## src/rtl/prog_mem.sv

```systemverilog
// prog_mem: 16x8 program/data memory answering CPU reads combinationally, taking CPU STA writes
// and serial host-loaded words. Read latency 0; CPU write and loader commit on the falling clk edge.
// No backpressure: the host frames with load_en and gets load_busy/load_ack; a loader commit wins an address collision.
module prog_mem #(
    parameter int                AW   = 4,
    parameter int                DW   = 8,
    parameter logic [DW-1:0]     INIT = {DW{1'b0}}
) (
    input  logic          clk,
    input  logic          rst,
    input  logic [AW-1:0] addr,
    input  logic          we,
    input  logic [DW-1:0] data_out,
    output logic [DW-1:0] data_in,
    input  logic          load_en,
    input  logic          load_sdi,
    output logic          load_busy,
    output logic          load_ack
);

    localparam int DEPTH = 2 ** AW;
    // One frame is an address followed by a data word, both MSB first.
    localparam int FW = AW + DW;
    localparam int CW = $clog2(FW + 1);
    localparam logic [CW-1:0] LAST_BIT = CW'(FW - 1);

    typedef enum logic [1:0] {
        IDLE  = 2'd0,
        SHIFT = 2'd1,
        WRITE = 2'd2
    } ld_state_t;

    ld_state_t         state_q, state_d;
    logic [CW-1:0]     cnt_q, cnt_d;
    logic [FW-1:0]     sr_q, sr_d;
    logic              busy_q, busy_d;
    logic              ack_q, ack_d;
    logic [DW-1:0]     mem_q [DEPTH];
    logic [DW-1:0]     mem_d [DEPTH];

    logic [AW-1:0]     frame_addr;
    logic [DW-1:0]     frame_data;
    logic              ld_wr;
    logic              cpu_wr;

    // After the last shift the register holds {address, data} in frame order.
    assign frame_addr = sr_q[FW-1 -: AW];
    assign frame_data = sr_q[DW-1:0];

    // The loader commits from the WRITE state; a CPU write to the same word that edge is dropped.
    assign ld_wr  = (state_q == WRITE);
    assign cpu_wr = we && !(ld_wr && (frame_addr == addr));

    // Loader FSM: collect FW serial bits, abort on load_en low, then one commit cycle.
    always_comb begin
        state_d = state_q;
        cnt_d   = cnt_q;
        sr_d    = sr_q;
        ack_d   = 1'b0;
        unique case (state_q)
            IDLE: begin
                if (load_en) begin
                    sr_d    = {{(FW-1){1'b0}}, load_sdi};
                    cnt_d   = CW'(1);
                    state_d = SHIFT;
                end
            end
            SHIFT: begin
                if (load_en) begin
                    sr_d = {sr_q[FW-2:0], load_sdi};
                    if (cnt_q == LAST_BIT) begin
                        cnt_d   = '0;
                        state_d = WRITE;
                    end else begin
                        cnt_d = cnt_q + CW'(1);
                    end
                end else begin
                    // Aborted frame: forget the partial bits, memory is left alone.
                    sr_d    = '0;
                    cnt_d   = '0;
                    state_d = IDLE;
                end
            end
            WRITE: begin
                // load_en and load_sdi are ignored here; the commit cannot be aborted.
                ack_d   = 1'b1;
                cnt_d   = '0;
                state_d = IDLE;
            end
            default: begin
                sr_d    = '0;
                cnt_d   = '0;
                state_d = IDLE;
            end
        endcase
        busy_d = (state_d != IDLE);
    end

    // Next memory image: CPU write first, then the loader so it overrides on a shared address.
    always_comb begin
        mem_d = mem_q;
        if (cpu_wr) begin
            mem_d[addr] = data_out;
        end
        if (ld_wr) begin
            mem_d[frame_addr] = frame_data;
        end
    end

    // Loader state and status flags, updated on the falling edge while addr holds the operand.
    always_ff @(negedge clk or posedge rst) begin
        if (rst) begin
            state_q <= IDLE;
            cnt_q   <= '0;
            sr_q    <= '0;
            busy_q  <= 1'b0;
            ack_q   <= 1'b0;
        end else begin
            state_q <= state_d;
            cnt_q   <= cnt_d;
            sr_q    <= sr_d;
            busy_q  <= busy_d;
            ack_q   <= ack_d;
        end
    end

    // Storage array, returned to INIT by reset.
    always_ff @(negedge clk or posedge rst) begin
        if (rst) begin
            for (int i = 0; i < DEPTH; i++) begin
                mem_q[i] <= INIT;
            end
        end else begin
            mem_q <= mem_d;
        end
    end

    assign data_in   = mem_q[addr];
    assign load_busy = busy_q;
    assign load_ack  = ack_q;

endmodule

```

## config.mk

```make
export PLATFORM = sky130hd
export DESIGN_NAME = prog_mem
export DESIGN_NICKNAME = d
export VERILOG_FILES = /design/src/rtl/prog_mem.sv
export SDC_FILE = /design/constraint.sdc
export NUM_CORES = 1
export LEC_CHECK = 0
export BUFFER_PORTS_ARGS = -buffer_cell sky130_fd_sc_hd__buf_2
export CAP_MARGIN = 20
export CORE_MARGIN = 5
export CORE_UTILIZATION = 25
export CTS_CLUSTER_SIZE = 24
export DETAILED_ROUTE_END_ITERATION = 7
export SYNTH_ARGS = -nofsm -noshare
export SYNTH_HDL_FRONTEND = slang
export SYNTH_SLANG_ARGS = --single-unit
```

## constraint.sdc

```tcl
create_clock -name clk -period 6.5 [get_ports clk]
set_clock_uncertainty 0.2 [all_clocks]
set_input_delay 0.65 -clock clk [delete_from_list [all_inputs] [get_ports clk]]
set_output_delay 0.65 -clock clk [all_outputs]
set_load 0.02 [all_outputs]
```

==> impl_metrics.ini <==
[layout]
diodes = 0
fin_nets = 885
drive_above_1_share_pct = 14.66
synthToLayoutAreaGrowth_pct = 12.46

[setup_path]
critPathArrivalTime_ns = 5.31
reg2reg_depth = 4
worstPathRequired_ns = 5.65
crit_start = mem_q[32]$_DFF_NP0_
cp-end-kind = primary output
r2r-start = state_q[1]$_DFF_NP0_
cpMostUsedCell = mux4_2
critPathCapture = data_in[0]
crit_slowest_cell = mux4_2
r2r_setup_slack_ns = 3.87
crit_buf_inv = 1
crit_path_max_incr_delay_ns = 0.56
cp.depth = 3
path_delay_family = multiplexers
cp_max_fo = 2
crit_chain = mux4_2 > mux4_2 > buf_2
r2r_end = mem_q[57]$_DFF_NP0_
critical_path_class = flop to primary output
cp-start-kind = flop

[global_route]
grt_start_max_net_pins = 113
grtUsageMet2_pct = 23.31
antenna_found_initial = 0
grt_use_met1_pct = 22.03
grt_overflow = 0
met3_usage_pct = 4.015
grt-busiest-layer = met2
grt_first_pass_wirelength_mm = 46.26
grtUsageTotal_pct = 15.72
grt_pass1_vias = 7142

[sta]
setup_violations = 0
slew_violations = 0
rsz0062_at_grt = false
finalHoldViolCount = 0
setup-tns-final_ns = 0
relSlewSlack_pct = 31.11
worst_pin_slew_ns = 1.033

[routing]
routed_wl_mm = 30.39
ant_nets = 0
post_drt_wl_per_cell_um = 22.88
via_per_inst = 5.719
drc = 0
drtIter0Drc = 1241
drt_first_pass_iters = 5
via_count = 7595

[clock_network]
cts_inserted_buffers = 17
cts.htree.levels = 4
post_cts_resized = 0
cts_tree = built
clockBufferDepth = 2
clk-insertion-delay-late_ns = 0.41
clk_pin_slew_ns = 0.05
cts_setup_buffers = 0
cts_hold_buf = 0
cts.sinks = 148
cts.root.buffer_cell = clkbuf_16

[floorplan]
die_height_um = 195.0
die_w_um = 195.0
ios = 27
core.rowCount = 67
dieArea_mm2 = 0.03802
start_util_pct = 25.38
core_area_mm2 = 0.03370

[logic_synthesis]
ys_ff_latch = 148
yosys_warnings = 0
synth_flop_cell = dfrtn_1
synth_cells = 893
yosys.area_share.xor_xnor_pct = 0.3072
synth-seq-area-share_pct = 43.29
syn_area_per_cell_um2 = 9.579
synth_area_mm2 = 0.008554
synth_cell_types = 41
synth_top_cell_by_area = dfrtn_1
synth_fp_nets = 911
synth_top_area_share_pct = 43.29
synth-simple-area-share_pct = 14.67
synthAdderAreaFrac_pct = 0.1463
synth_edf_count = 0
async_flop_share_pct = 100.0
ys_top_cells_by_area = dfrtn_1 43%, mux4_2 11%, o31a_1 8.2%, o21ai_0 6.7%, nor2_1 5.2%
synth_compound_area_share_pct = 25.68
synth_top_family_by_area = compound AO/OA/AOI/OAI gates
synth_mux_area_share_pct = 10.53

[place]
portBuffers = 26
gp_congestion = 0.8766
hpwl_mm = 19.61

[power_and_ir_drop]
ir_drop_v = 0.0001861
power.leakage_uw = 0.003875
p_per_area_mw_per_mm2 = 288.6
fin_total_pwr_uw = 2777

[run_status]
outcome = finished clean

[flow_run]
cap_violations = 0

[worst_hold_path]
hp-class = flop to flop
registers in the layout (all words and copies together) (netlist names):
name / cells
cnt_q: 4
load_ack: 1
load_busy: 1
mem_q: 128
sr_q: 12
state_q: 2
worst register-to-register path, stage by stage (launching register included):
cell and delay, ns:
dfrtn_1 0.63, nor4b_2 0.47, and2_1 0.48, a31oi_1 0.29, a221o_1 0.40
Yosys cell counts, types with 2 or more instances:
cell / instances
buf_1: 10
and3_1: 2
a221o_1: 16
o21ai_0: 115
nor2_1: 118
buf_6: 10
and4bb_2: 2
and3b_1: 5
or3_1: 32
nand3_1: 18
a31oi_1: 33
nor2b_1: 5
nor3b_1: 2
nor3_1: 17
o31a_1: 80
a22o_1: 11
and2_1: 3
nand3b_1: 2
nand2_1: 48
xnor2_1: 3
dfrtn_1: 148
buf_4: 3
a21boi_0: 2
and4_4: 2
buf_2: 16
a21oi_1: 83
mux4_2: 40
clkbuf_1: 54
layout by cell type, fill, tap and decap left out, types with 6 or more instances in the layout:
| master | n |
|---|---|
| nor3_1 | 17 |
| nand2_1 | 48 |
| nor2_1 | 118 |
| a21oi_1 | 83 |
| buf_12 | 6 |
| dfrtn_1 | 148 |
| o31a_1 | 80 |
| a221o_1 | 16 |
| or3_1 | 32 |
| mux4_2 | 40 |
| clkbuf_16 | 17 |
| buf_2 | 26 |
| a22o_1 | 11 |
| nand3_1 | 18 |
| a31oi_1 | 33 |
| inv_6 | 7 |
| buf_4 | 16 |
| o21ai_0 | 115 |
worst min path at each step:
| stage | from | end | slack, ns | cells after the start |
|---|---|---|---|---|
| 5_1_grt | mem_q[53]$_DFF_NP0_ | mem_q[53]$_DFF_NP0_ | 0.27 | 1 |
| 6_report | mem_q[50]$_DFF_NP0_ | mem_q[50]$_DFF_NP0_ | 0.26 | 1 |
| 4_1_cts | mem_q[53]$_DFF_NP0_ | mem_q[53]$_DFF_NP0_ | 0.26 | 1 |
| 3_3_place_gp | mem_q[50]$_DFF_NP0_ | mem_q[50]$_DFF_NP0_ | 0.25 | 1 |
| 3_5_place_dp | mem_q[50]$_DFF_NP0_ | mem_q[50]$_DFF_NP0_ | 0.26 | 1 |
| 2_1_floorplan | mem_q[48]$_DFF_NP0_ | mem_q[48]$_DFF_NP0_ | 0.23 | 1 |
final cells by class:
type                       count  area [um2]
fill                        3525       24080
tap                          448       560.5
timing repair buffer          48       370.4
clock inverter                15       161.4
sequential                   148        3704
clock buffer                  17       425.4
multi-input combinational    651        4392
inverter                       1       7.507
logic make-up after synthesis:
group / after synthesis
xor+xnor: 3
simple gates: 264
buf+inv: 94
flops: 148
mux: 40
fa+ha+maj: 1
compound gates: 343
metal layers:
layer,up-vias,part of all wire (%)
met4,0,3.5
met5,-,0
met3,61,10
met2,411,45
met1,3824,42
li1,3299,-
report_power, final:
part	switching, uW	total, uW	internal [uW]
logic	284	528	244
registers	107	1240	1130
clock network	466	1010	547
metrics by stage:
step / instances / util, % / hold WS [ns] / cell area, um2 / setup WS [ns]
6_report: 1328 / 28.55 / 0.2610 / 9620 / 0.3371
5_1_grt: 1328 / 28.55 / 0.2656 / 9620 / 0.3086
3_3_place_gp: 1296 / 26.81 / 0.2507 / 9034 / 0.6387
3_5_place_dp: 1296 / 26.81 / 0.2564 / 9034 / 0.6055
2_1_floorplan: 893 / - / 0.2349 / 8558 / 0.6528
4_1_cts: 1328 / 28.55 / 0.2596 / 9620 / 0.3306
Power figures use the tool's default switching activity.
